<file path="config.mk">
export PLATFORM = sky130hd
export DESIGN_NAME = rr_dispatcher_flat
export DESIGN_NICKNAME = d
export VERILOG_FILES = /design/src/rtl/rr_dispatcher_if.sv /design/src/rtl/rr_dispatcher.sv /design/src/flat_wrapper.sv
export SDC_FILE = /design/constraint.sdc
export NUM_CORES = 1
export LEC_CHECK = 0
export BUFFER_PORTS_ARGS = -buffer_cell sky130_fd_sc_hd__buf_2
export CAP_MARGIN = 20
export CORE_MARGIN = 2
export CORE_UTILIZATION = 37
export CTS_BUF_LIST = sky130_fd_sc_hd__clkbuf_4 sky130_fd_sc_hd__clkbuf_8
export CTS_CLUSTER_SIZE = 24
export DETAILED_ROUTE_END_ITERATION = 8
export GPL_TIMING_DRIVEN = 1
export PLACE_DENSITY_LB_ADDON = 0.3
export SLEW_MARGIN = 20
export SYNTH_ARGS = -nofsm -noshare
export SYNTH_HDL_FRONTEND = slang
export SYNTH_SLANG_ARGS = --single-unit
</file>
<file path="constraint.sdc">
create_clock -name clk -period 1.9 [get_ports clk]
set_input_delay 0 -clock clk [delete_from_list [all_inputs] [get_ports clk]]
set_output_delay 0 -clock clk [all_outputs]
set_load 0.1 [all_outputs]
</file>
<file path="src/rtl/rr_dispatcher_if.sv">
// rr_dispatcher_if -- handshake bundle between one upstream stream and
// three downstream channels.
//   in_vld / in_rdy / in_data    : upstream valid/ready stream, DW-bit payload
//   out_vld / out_rdy / out_data : three downstream channels; channel k uses
//                                  bit k and data slice [k*DW +: DW]
// master: the environment (drives the upstream beat, consumes downstream).
// slave : the dispatcher itself.
interface rr_dispatcher_if #(
  parameter int DW = 8
);
  logic            in_vld;
  logic            in_rdy;
  logic [DW-1:0]   in_data;
  logic [2:0]      out_vld;
  logic [2:0]      out_rdy;
  logic [3*DW-1:0] out_data;

  modport master (
    output in_vld, in_data, out_rdy,
    input  in_rdy, out_vld, out_data
  );

  modport slave (
    input  in_vld, in_data, out_rdy,
    output in_rdy, out_vld, out_data
  );
endinterface

</file>
<file path="src/rtl/rr_dispatcher.sv">
// rr_dispatcher -- round-robin fan-out of one valid/ready stream onto three
// single-entry output channels.
// Ports:
//   clk      : clock, rising edge
//   rst      : asynchronous active-high reset
//   en       : dispatch enable; 0 blocks new input, channels still drain
//   bus      : rr_dispatcher_if slave (upstream stream + three channels)
//   last_ch  : index of the most recently loaded channel
//   disp_cnt : accepted-beat counter, wraps at 256
//
// Priority pointer states:
//   state | meaning
//   PRI_0 | priority order 0 > 1 > 2
//   PRI_1 | priority order 1 > 2 > 0
//   PRI_2 | priority order 2 > 0 > 1
module rr_dispatcher #(
  parameter int DW = 8
) (
  input  logic        clk,
  input  logic        rst,
  input  logic        en,
  rr_dispatcher_if.slave bus,
  output logic [1:0]  last_ch,
  output logic [7:0]  disp_cnt
);

  typedef enum logic [1:0] {
    PRI_0 = 2'd0,
    PRI_1 = 2'd1,
    PRI_2 = 2'd2
  } ptr_e;

  ptr_e          ptr_q;
  ptr_e          ptr_d;
  logic [2:0]    full_q;
  logic [DW-1:0] data_q [3];
  logic [2:0]    avail;
  logic [1:0]    sel;
  logic          accept;
  logic [2:0]    load;

  // A full channel whose consumer is ready this cycle can be reloaded on the
  // same edge it drains, so it counts as available.
  assign avail = ~full_q | bus.out_rdy;

  always_comb begin
    sel = 2'd0;
    case (ptr_q)
      PRI_1: begin
        if (avail[1])      sel = 2'd1;
        else if (avail[2]) sel = 2'd2;
        else               sel = 2'd0;
      end
      PRI_2: begin
        if (avail[2])      sel = 2'd2;
        else if (avail[0]) sel = 2'd0;
        else               sel = 2'd1;
      end
      default: begin
        if (avail[0])      sel = 2'd0;
        else if (avail[1]) sel = 2'd1;
        else               sel = 2'd2;
      end
    endcase
  end

  // rst is folded in so upstream never sees ready while the block is held
  // in reset (avail is all ones then because every channel is empty).
  assign bus.in_rdy = en & (|avail) & ~rst;
  assign accept     = bus.in_vld & bus.in_rdy;

  always_comb begin
    load = 3'b000;
    if (accept) begin
      load[sel] = 1'b1;
    end
  end

  always_comb begin
    ptr_d = ptr_q;
    if (accept) begin
      case (sel)
        2'd0:    ptr_d = PRI_1;
        2'd1:    ptr_d = PRI_2;
        default: ptr_d = PRI_0;
      endcase
    end
  end

  always_ff @(posedge clk or posedge rst) begin
    if (rst) begin
      ptr_q <= PRI_0;
    end else begin
      ptr_q <= ptr_d;
    end
  end

  // Reload wins over drain, so a same-cycle drain+reload keeps the flag set.
  always_ff @(posedge clk or posedge rst) begin
    if (rst) begin
      full_q <= 3'b000;
      for (int k = 0; k < 3; k++) begin
        data_q[k] <= '0;
      end
    end else begin
      for (int k = 0; k < 3; k++) begin
        if (load[k]) begin
          full_q[k] <= 1'b1;
          data_q[k] <= bus.in_data;
        end else if (bus.out_rdy[k]) begin
          full_q[k] <= 1'b0;
        end
      end
    end
  end

  always_ff @(posedge clk or posedge rst) begin
    if (rst) begin
      last_ch  <= 2'd0;
      disp_cnt <= 8'd0;
    end else if (accept) begin
      last_ch  <= sel;
      disp_cnt <= disp_cnt + 8'd1;
    end
  end

  assign bus.out_vld = full_q;

  // Data registers are never cleared on drain; consumers qualify with out_vld.
  for (genvar g = 0; g < 3; g++) begin : g_out
    assign bus.out_data[g*DW +: DW] = data_q[g];
  end

endmodule

</file>
<file path="src/flat_wrapper.sv">
// flat-port wrapper written by rule: the top's interface ports become plain ports
module rr_dispatcher_flat 
#(
  parameter int DW = 8
)
  (clk, rst, en, last_ch, disp_cnt, bus_in_vld, bus_in_data, bus_out_rdy, bus_in_rdy, bus_out_vld, bus_out_data);
  rr_dispatcher_if #(.DW(DW)) bus_i ();
  input  logic clk;
  input  logic rst;
  input  logic en;
  output logic [1:0] last_ch;
  output logic [7:0] disp_cnt;
  input wire logic [$bits(bus_i.in_vld)-1:0] bus_in_vld;
  input wire logic [$bits(bus_i.in_data)-1:0] bus_in_data;
  input wire logic [$bits(bus_i.out_rdy)-1:0] bus_out_rdy;
  output wire logic [$bits(bus_i.in_rdy)-1:0] bus_in_rdy;
  output wire logic [$bits(bus_i.out_vld)-1:0] bus_out_vld;
  output wire logic [$bits(bus_i.out_data)-1:0] bus_out_data;
  assign bus_i.in_vld = bus_in_vld;
  assign bus_i.in_data = bus_in_data;
  assign bus_i.out_rdy = bus_out_rdy;
  assign bus_in_rdy = bus_i.in_rdy;
  assign bus_out_vld = bus_i.out_vld;
  assign bus_out_data = bus_i.out_data;
  rr_dispatcher #(.DW(DW)) u_core (.clk(clk), .rst(rst), .en(en), .bus(bus_i), .last_ch(last_ch), .disp_cnt(disp_cnt));
endmodule
</file>
---- Word-level counts from Yosys, hierarchy flattened ----
Cells that the tools add are included.
word-level totals
  register bits ........................... 39
  latch bits .............................. 0
  RAM bits ................................ 0
  ROM bits ................................ 0
  input bits .............................. 15
  output and inout port bits .............. 38
  logic and storage cells ................. 44
  memories ................................ 0
cells by class
  $add $sub $neg .......................... 1
  multipliers ............................. 0
  div/mod/pow operators ................... 0
  $lt $le $gt $ge ......................... 2
  equal/unequal tests ..................... 3
  shift-type cells ........................ 0
  muxes and demuxes ....................... 17
  bitwise operators ....................... 6
  reductions and logical operators ........ 6
operator list
  kind                 number
  $mux 2               5
  $add 8x1->8 const B  1
  $mux 1               8
  $pmux 2 s2           2
  $reduce_bool 2->1    3
  $eq 2x1->1 const B   2
  $and 1x1->1          3
  $lt 2x3->1 const B   1
  $mux 3               1
  $not 3->3            1
  $or 3x3->3           1
  $reduce_or 3->1      1
  $demux 1 s2          1
  $eq 2x2->1 const B   1
  $ge 2x1->1 const B   1
  $logic_not 2->1      1
  $logic_and 1x1->1    1
  $not 1->1            1

---- Depth between registers and ports, before layout ----
Gate-level depths: netlist (run 1).
  depth after elaboration ................. 11
  gate-level depth with buffers ........... 8
  depth with buffers taken out ............ 7

---- Worst setup path after synthesis (run 1) ----
No wires, ideal clock.
  kind .................................... register to register
  start point ............................. reg u_core.full_q[0] (netlist: u_core.bus.out_vld[0])
  end point ............................... reg u_core.data_q (netlist bit u_core.bus.out_data[10])
  setup time .............................. 0.125 ns
  arrival time ............................ 2.175 ns
  data required time ...................... 1.775 ns
  setup slack ............................. -0.400 ns
  stages on the path, launching flop included .. 7
  path buffers ............................ 1
  clock period less this slack ............ 2.300 ns
  cell sequence ........................... dfrtp_1 > nor2b_4 > mux2_4 > a31oi_1 > or3_1 > buf_6 > mux2_4
on the way
  word-level cells in the longest chain between the ends .. 10
  elaborated cells on any way between the ends .. 16
  those cells by class .................... order compare: 2; mux: 7; bitwise: 5; reduce/logical: 2
ends and longest elaborated chain
  element                                                         line                  RTL
  start, declared                                                 rr_dispatcher.sv:35   logic [2:0] full_q;
  start signal, assigned                                          rr_dispatcher.sv:101  full_q <= 3'b000;
  start signal, assigned by index                                 rr_dispatcher.sv:108  full_q[k] <= 1'b1;
  start signal, assigned by index                                 rr_dispatcher.sv:111  full_q[k] <= 1'b0;
  $not 3->3 *                                                     rr_dispatcher.sv:44   assign avail = ~full_q | bus.out_rdy;
  $or 3x3->3 *                                                    rr_dispatcher.sv:44
  $mux 1                                                          rr_dispatcher.sv:56   else if (avail[0]) sel = 2'd0;
  $mux 2                                                          rr_dispatcher.sv:55   if (avail[2]) sel = 2'd2;
  $pmux 2 s2                                                      rr_dispatcher.sv:48   case (ptr_q)
  $lt 2x3->1 (implied by the code) or $ge 2x1->1 (tied branches)  rr_dispatcher.sv:75   load[sel] = 1'b1;
  $logic_and 1x1->1 (implied by the code)                         rr_dispatcher.sv:75
  $mux 1 (implied by the code)                                    rr_dispatcher.sv:75
  $demux 1 s2                                                     -
  $mux 3 *                                                        rr_dispatcher.sv:74   if (accept) begin
  end signal, assigned by index                                   rr_dispatcher.sv:109  data_q[k] <= bus.in_data;
  end, declared                                                   rr_dispatcher.sv:36   logic [DW-1:0] data_q [3];
Every way passes the cells marked *; elsewhere a longest branch is shown, timed or not.
A chain may end at the register's enable or synchronous reset.

---- Final worst setup path (run 1) ----
  start point ............................. reg u_core.ptr_q[1]
  end point ............................... reg u_core.data_q (netlist bit u_core.bus.out_data[17])
on the way
  word-level cells in the longest chain between the ends .. 7
  elaborated cells on any way between the ends .. 9
  those cells by class .................... order compare: 2; eq/ne: 2; mux: 4; reduce/logical: 1
ends and longest elaborated chain
  element                                                         line                 RTL
  start, declared                                                 rr_dispatcher.sv:33  ptr_e ptr_q;
  start signal, assigned                                          rr_dispatcher.sv:94  ptr_q <= ptr_d;
  $eq 2x2->1 or $eq 2x1->1 (tied branches)                        rr_dispatcher.sv:48
  $pmux 2 s2 *                                                    rr_dispatcher.sv:48
  $lt 2x3->1 (implied by the code) or $ge 2x1->1 (tied branches)  rr_dispatcher.sv:75
  $logic_and 1x1->1 (implied by the code)                         rr_dispatcher.sv:75
  $mux 1 (implied by the code)                                    rr_dispatcher.sv:75
  $demux 1 s2 *                                                   -
  $mux 3 *                                                        rr_dispatcher.sv:74
Marked as above.

==> results.ini, run 1 <==
[sta]
fmax_mhz = 477.3
tightest_slew_ns = 0.4877
layout_setup_ws_ns = -0.1951
final.setup_skew_ns = 0.007027
drv_slew = 0
whs_ns = 0.1372
period_minus_slack_ns = 2.095
report.final.hold_viol_count = 0
slew_headroom = 0.6748
setup_violations = 25
rsz0062_at_grt = yes
fin_crit_sh = 1.103

[hold_path]
hold_class = input pin to register
min_path_cells = 3
holdPathEnd = u_core.bus.out_vld[0]$_DFFE_PP0P_
hold_start = bus_out_rdy[0]

[synthesis]
yosysUniqueCellTypes = 30
synth_edf_count = 0
syn_area_per_cell_um2 = 14.16
synth_seq_area_share = 0.5744
synth_cells = 120
synthArstFlopShare = 1.000
synthesis.nets = 138
synth_top_cells_by_area = dfrtp_1 57%, mux2_2 11%, mux2_4 8.0%
ys_ff_latch = 39
synth_ff_type = dfrtp_1
synth_top_area_share = 0.5744
yosysTopAreaCell = dfrtp_1
yosys_warnings = 0
netlist_area_mm2 = 0.001699

[worst_setup_path]
r2r_start = u_core.ptr_q[1]$_DFFE_PP0P_
critPathMaxStageDelay_ns = 0.43
reg2reg_depth = 6
crit_top_cell = mux2_4
worst-path-max-fanout = 5
crit_chain = ha_4 > mux2_4 > a221oi_4 > and2b_2 > buf_6 > mux2_4
arrival_ns = 2.26
critical_path_class = register to register
crit_slowest_cell = dfrtp_1
worstPathRequired_ns = 2.07
crit_buf_inv = 1
critPathTopFamily = multiplexers
start_kind = register
r2r-end = u_core.bus.out_data[17]$_DFFE_PP0P_
endpoint_kind = register
ff2ff_setup_slack_ns = -0.20

[grt]
grt_pass1_vias = 1323
gr-total-overflow = 0
grt.total_usage = 0.1551
grt_max_degree = 40
grt_pass1_wl_mm = 6.168
antenna_found_initial = 0

[routing]
drtPass1Iterations = 4
via_count = 1230
wl_per_cell_um = 14.67
wirelength_mm = 3.756
routed_via_density = 4.805
drc = 0
antenna_left = 0
drt-initial-drc-count = 45

[run]
max_cap_violations = 0

[floorplanning]
die_w_um = 71.77
die_h_um = 71.77
pin_count = 53
std_cell_rows = 24
core_area_mm2 = 0.004384
die_area_mm2 = 0.005150
initial_core_util = 0.3876

[layout]
drive_above_1_share = 0.5833
antennaDiodeCount = 0
final_common_cell = buf_2
syn_to_final_growth_pct = 45.73
final_cell_mix = 51 x buf_2, 36 x dfrtp_1, 25 x mux2_4, 12 x buf_4, 9 x dlygate4sd3_1
layout.nets = 221

[clocking]
clock-sinks = 39
numCtsBuffers = 5
root_buffer = clkbuf_8
clk_pin_slew_ns = 0.08
htreeDepth = 2
cts_tree = done
max-clock-path-buffers = 2
clock_latency_ns = 0.28

[status]
violations = setup timing
status = complete, but fails checks

[placed_design]
gp_congestion = 0.8883
placement.io_buffers = 52
hpwl_mm = 2.537

==> timing repair <==
item | 4_1_cts | 5_1_grt
endpoints found under the hold margin | 63 | 0
gates resized for setup | 16 | 13
buffers inserted | 4 | 2
hold buffers | 9 | 0
setup endpoints to repair | 26 | 29
gates cloned | 0 | 0
pin swaps | 4 | 4
==> worst min-delay path, stage by stage <==
cell	delay, ns
buf_2	0.12
nor2b_4	0.15
or2_2	0.12
==> how the worst max path moves through the flow <==
stage	slack, ns	depth (start not counted)	from	end
2_1_floorplan	-0.12	6	u_core.bus.out_vld[0]$_DFFE_PP0P_	u_core.bus.out_data[0]$_DFFE_PP0P_
3_3_place_gp	-0.16	7	u_core.ptr_q[0]$_DFFE_PP0P_	u_core.bus.out_data[3]$_DFFE_PP0P_
3_5_place_dp	-0.23	7	u_core.ptr_q[0]$_DFFE_PP0P_	u_core.bus.out_data[3]$_DFFE_PP0P_
4_1_cts	-0.20	6	u_core.ptr_q[1]$_DFFE_PP0P_	u_core.bus.out_data[17]$_DFFE_PP0P_
5_1_grt	-0.28	6	u_core.ptr_q[1]$_DFFE_PP0P_	u_core.bus.out_data[17]$_DFFE_PP0P_
6_report	-0.20	6	u_core.ptr_q[1]$_DFFE_PP0P_	u_core.bus.out_data[17]$_DFFE_PP0P_
==> final cells by class <==
type                    instances  area (µm²)
fillers                       363        1908
flip-flops and latches         39       984.7
multi-input cells              73       755.7
repair buffers                 80       538.0
clock buffers                   6       82.58
well taps                      52       65.06
clock inverters                 2       35.03
inverters                       4       15.01
==> synth_stat cells, types with 3 or more instances <==
master / number
buf_6: 3
nand2_1: 5
mux2_2: 17
dfrtp_1: 39
xor2_1: 3
inv_1: 4
mux2_4: 9
nor2_1: 4
a21oi_1: 3
xnor2_1: 4
ha_1: 3
==> cell families after synthesis <==
logic type / count (synthesis) / share of synthesized area
simple gates: 28 / 0.1001
fa+ha+maj: 3 / 0.02209
buf+inv: 8 / 0.03166
mux: 26 / 0.1922
flops: 39 / 0.5744
compound gates: 9 / 0.04345
xor+xnor: 7 / 0.03608
==> metrics by stage <==
stage	instances	setup WS (ns)	cell area [µm²]	TNS [ns]	util
after detailed placement	233	-0.2252	2115	-3.782	0.4823
after CTS	254	-0.1992	2417	-3.813	0.5514
after global routing	256	-0.2828	2476	-6.050	0.5648
after global placement	233	-0.1585	2115	-2.433	0.4823
final	256	-0.1951	2476	-3.816	0.5648
after floorplan	120	-0.1193	1715	-1.829	-
==> per-layer routing <==
metal  track usage  up-vias  part of all wire
met3       0.05345        5             0.063
met2        0.2377       42              0.48
met5             0        -                 0
met1        0.2053      605              0.45
met4       0.05451        0            0.0069
li1              -      578                 -
==> registers in the layout (all words and copies together), names as in the netlist <==
register and count:
u_core.ptr_q 2, u_core.disp_cnt 8, u_core.last_ch 2, u_core.bus.out_vld 3
u_core.bus.out_data 24
Power of run 1 is not shown: default switching activity piles up to over one toggle a cycle in this logic, so the estimate is an artifact.
==> run 2, diff against run 1 <==
--- a/config.mk
+++ b/config.mk
@@ -5,13 +5,12 @@
 export SDC_FILE = /design/constraint.sdc
 export NUM_CORES = 1
 export LEC_CHECK = 0
-export BUFFER_PORTS_ARGS = -buffer_cell sky130_fd_sc_hd__buf_2
 export CAP_MARGIN = 20
-export CORE_MARGIN = 2
 export CORE_UTILIZATION = 37
 export CTS_BUF_LIST = sky130_fd_sc_hd__clkbuf_4 sky130_fd_sc_hd__clkbuf_8
 export CTS_CLUSTER_SIZE = 24
 export DETAILED_ROUTE_END_ITERATION = 8
+export DONT_BUFFER_PORTS = 1
 export GPL_TIMING_DRIVEN = 1
 export PLACE_DENSITY_LB_ADDON = 0.3
 export SLEW_MARGIN = 20
==> results.ini, run 2 (synthesis gave the netlist of run 1 again) <==
[clocking]
htreeDepth = 2  ; unchanged
cts_tree = done
clock-sinks = 39  ; unchanged
root_buffer = clkbuf_8
clk_pin_slew_ns = 0.07  ; about the same
clock_latency_ns = 0.28  ; about the same
max-clock-path-buffers = 2  ; unchanged
numCtsBuffers = 5  ; unchanged

[floorplanning]
die_w_um = 69.77  ; -2.8%
initial_core_util = 0.3876  ; unchanged
core_area_mm2 = 0.004384  ; unchanged
die_area_mm2 = 0.004867  ; -5.5%
std_cell_rows = 24  ; unchanged
die_h_um = 69.77  ; -2.8%
pin_count = 53  ; unchanged

[worst_setup_path]
endpoint_kind = register
worstPathRequired_ns = 2.07  ; about the same
arrival_ns = 2.22  ; -0.04 ns
critical_path_class = register to register
worst-path-max-fanout = 5  ; unchanged
start_kind = register
crit_slowest_cell = dfrtp_1
crit_chain = inv_2 > ha_4 > mux2_4 > a221oi_4 > buf_4 > and2_4 > mux2_4
critPathMaxStageDelay_ns = 0.37  ; -0.06 ns
crit_top_cell = mux2_4

[routing]
antenna_left = 0  ; unchanged
drtPass1Iterations = 4  ; unchanged
via_count = 1159  ; -5.8%
drt-initial-drc-count = 32  ; -29%
routed_via_density = 4.829  ; +0.51%
wl_per_cell_um = 15.42  ; +5.1%
wirelength_mm = 3.701  ; -1.5%
drc = 0  ; unchanged

[sta]
period_minus_slack_ns = 2.053  ; -0.04176 ns
drv_slew = 0  ; unchanged
tightest_slew_ns = 0.4805  ; -0.007199 ns
setup_violations = 20  ; -20%
slew_headroom = 0.6796  ; +0.004800
rsz0062_at_grt = yes
fin_crit_sh = 1.081  ; -0.02198
fmax_mhz = 487.0  ; +2.0%
whs_ns = 0.08081  ; -0.05644 ns
final.setup_skew_ns = 0.004653  ; -0.002374 ns
report.final.hold_viol_count = 0  ; unchanged
layout_setup_ws_ns = -0.1533  ; +0.04176 ns

[layout]
largest_reg_flops = 24  ; unchanged
layout.nets = 205  ; -7.2%
drive_above_1_share = 0.5585  ; -0.02482
final_cell_mix = 49 x buf_4, 36 x dfrtp_1, 25 x mux2_4, 9 x dlygate4sd3_1, 7 x clkbuf_8
final_common_cell = buf_4
fillers = 362  ; -0.28%
design_area_mm2 = 0.002470  ; -0.25%
antennaDiodeCount = 0  ; unchanged
syn_to_final_growth_pct = 45.36
post-route-util = 0.5634  ; -0.001427

[hold_path]
hold_class = input pin to register

[placed_design]
placement.io_buffers = 0  ; -100%
gp_congestion = 0.7938  ; -11%
dpl_cell_area_mm2 = 0.002157  ; +2.0%
hpwl_mm = 2.526  ; -0.43%

[status]
status = complete, but fails checks
violations = setup timing

[grt]
gr-total-overflow = 0  ; unchanged
grt_pass1_vias = 1199  ; -9.4%
grt.total_usage = 0.1558  ; +0.0007725
grt_max_degree = 40  ; unchanged
antenna_found_initial = 0  ; unchanged
grt_pass1_wl_mm = 5.871  ; -4.8%

[run]
max_cap_violations = 0  ; unchanged

==> run 2: cell count changes in the layout (fill, tap and decap cells not counted), sizes merged <==
cell,change
and2,+1
buf,-17
bufinv,-1
clkbuf,+2
clkinv,-1
==> run 2: critical path, delay by kind of cell, from the launching register on <==
family                     cells  cell delay [ns]
AOI/OAI and AO/OA              1             0.25
adders and majority gates      1             0.27
buffers and inverters          2             0.22
DFF                            1             0.37
muxes                          2             0.63
and+or+nand+nor                1             0.19
==> run 2: repair_timing <==
action | in CTS | in global routing
gates cloned | 1 | 0
hold endpoints to repair | 63 | 0
pin swaps | 4 | 3
resized for setup | 17 | 10
buffers inserted | 2 | 1
setup endpoints to repair | 27 | 26
hold buffers | 9 | 0
==> run 2: metal layers <==
metal,vias to the layer above,global-route usage,share of wire
met1,568,0.2027,0.45
met4,0,0.06000,0.016
met5,-,0,0
met2,38,0.2415,0.48
met3,6,0.05087,0.056
li1,547,-,-
==> run 2: path summary, 6_finish.rpt <==
path / depth (start not counted) / to / start / slack [ns]
min reg2reg: 1 / u_core.disp_cnt[7]$_DFFE_PP0P_ / u_core.disp_cnt[7]$_DFFE_PP0P_ / 0.47
min: 3 / u_core.bus.out_vld[0]$_DFFE_PP0P_ / bus_out_rdy[0] / 0.08
max: 7 / u_core.bus.out_data[5]$_DFFE_PP0P_ / u_core.ptr_q[0]$_DFFE_PP0P_ / -0.15
max reg2reg: 7 / u_core.bus.out_data[5]$_DFFE_PP0P_ / u_core.ptr_q[0]$_DFFE_PP0P_ / -0.15
min in group asynchronous: 3 / u_core.last_ch[0]$_DFFE_PP0P_ / rst / 0.30
max in group asynchronous: 3 / u_core.bus.out_vld[0]$_DFFE_PP0P_ / rst / 1.23
==> run 2: layout make-up <==
| class | count | area (µm²) | share of cell area |
|---|---|---|---|
| inverters | 4 | 15.01 | 0.006079 |
| multi-input cells | 74 | 778.2 | 0.3151 |
| well taps | 52 | 65.06 | 0.02634 |
| repair buffers | 63 | 523.0 | 0.2118 |
| clock buffers | 8 | 103.9 | 0.04205 |
| flip-flops and latches | 39 | 984.7 | 0.3987 |
==> run 2: through the flow <==
step | setup TNS, ns | instances | setup slack, ns
2_1_floorplan | -1.829 | 120 | -0.1193
3_3_place_gp | -2.468 | 220 | -0.1737
3_5_place_dp | -4.318 | 220 | -0.2719
4_1_cts | -2.606 | 239 | -0.1788
5_1_grt | -4.396 | 240 | -0.2415
6_report | -2.282 | 240 | -0.1533
Power of run 2 is left out for the same reason.
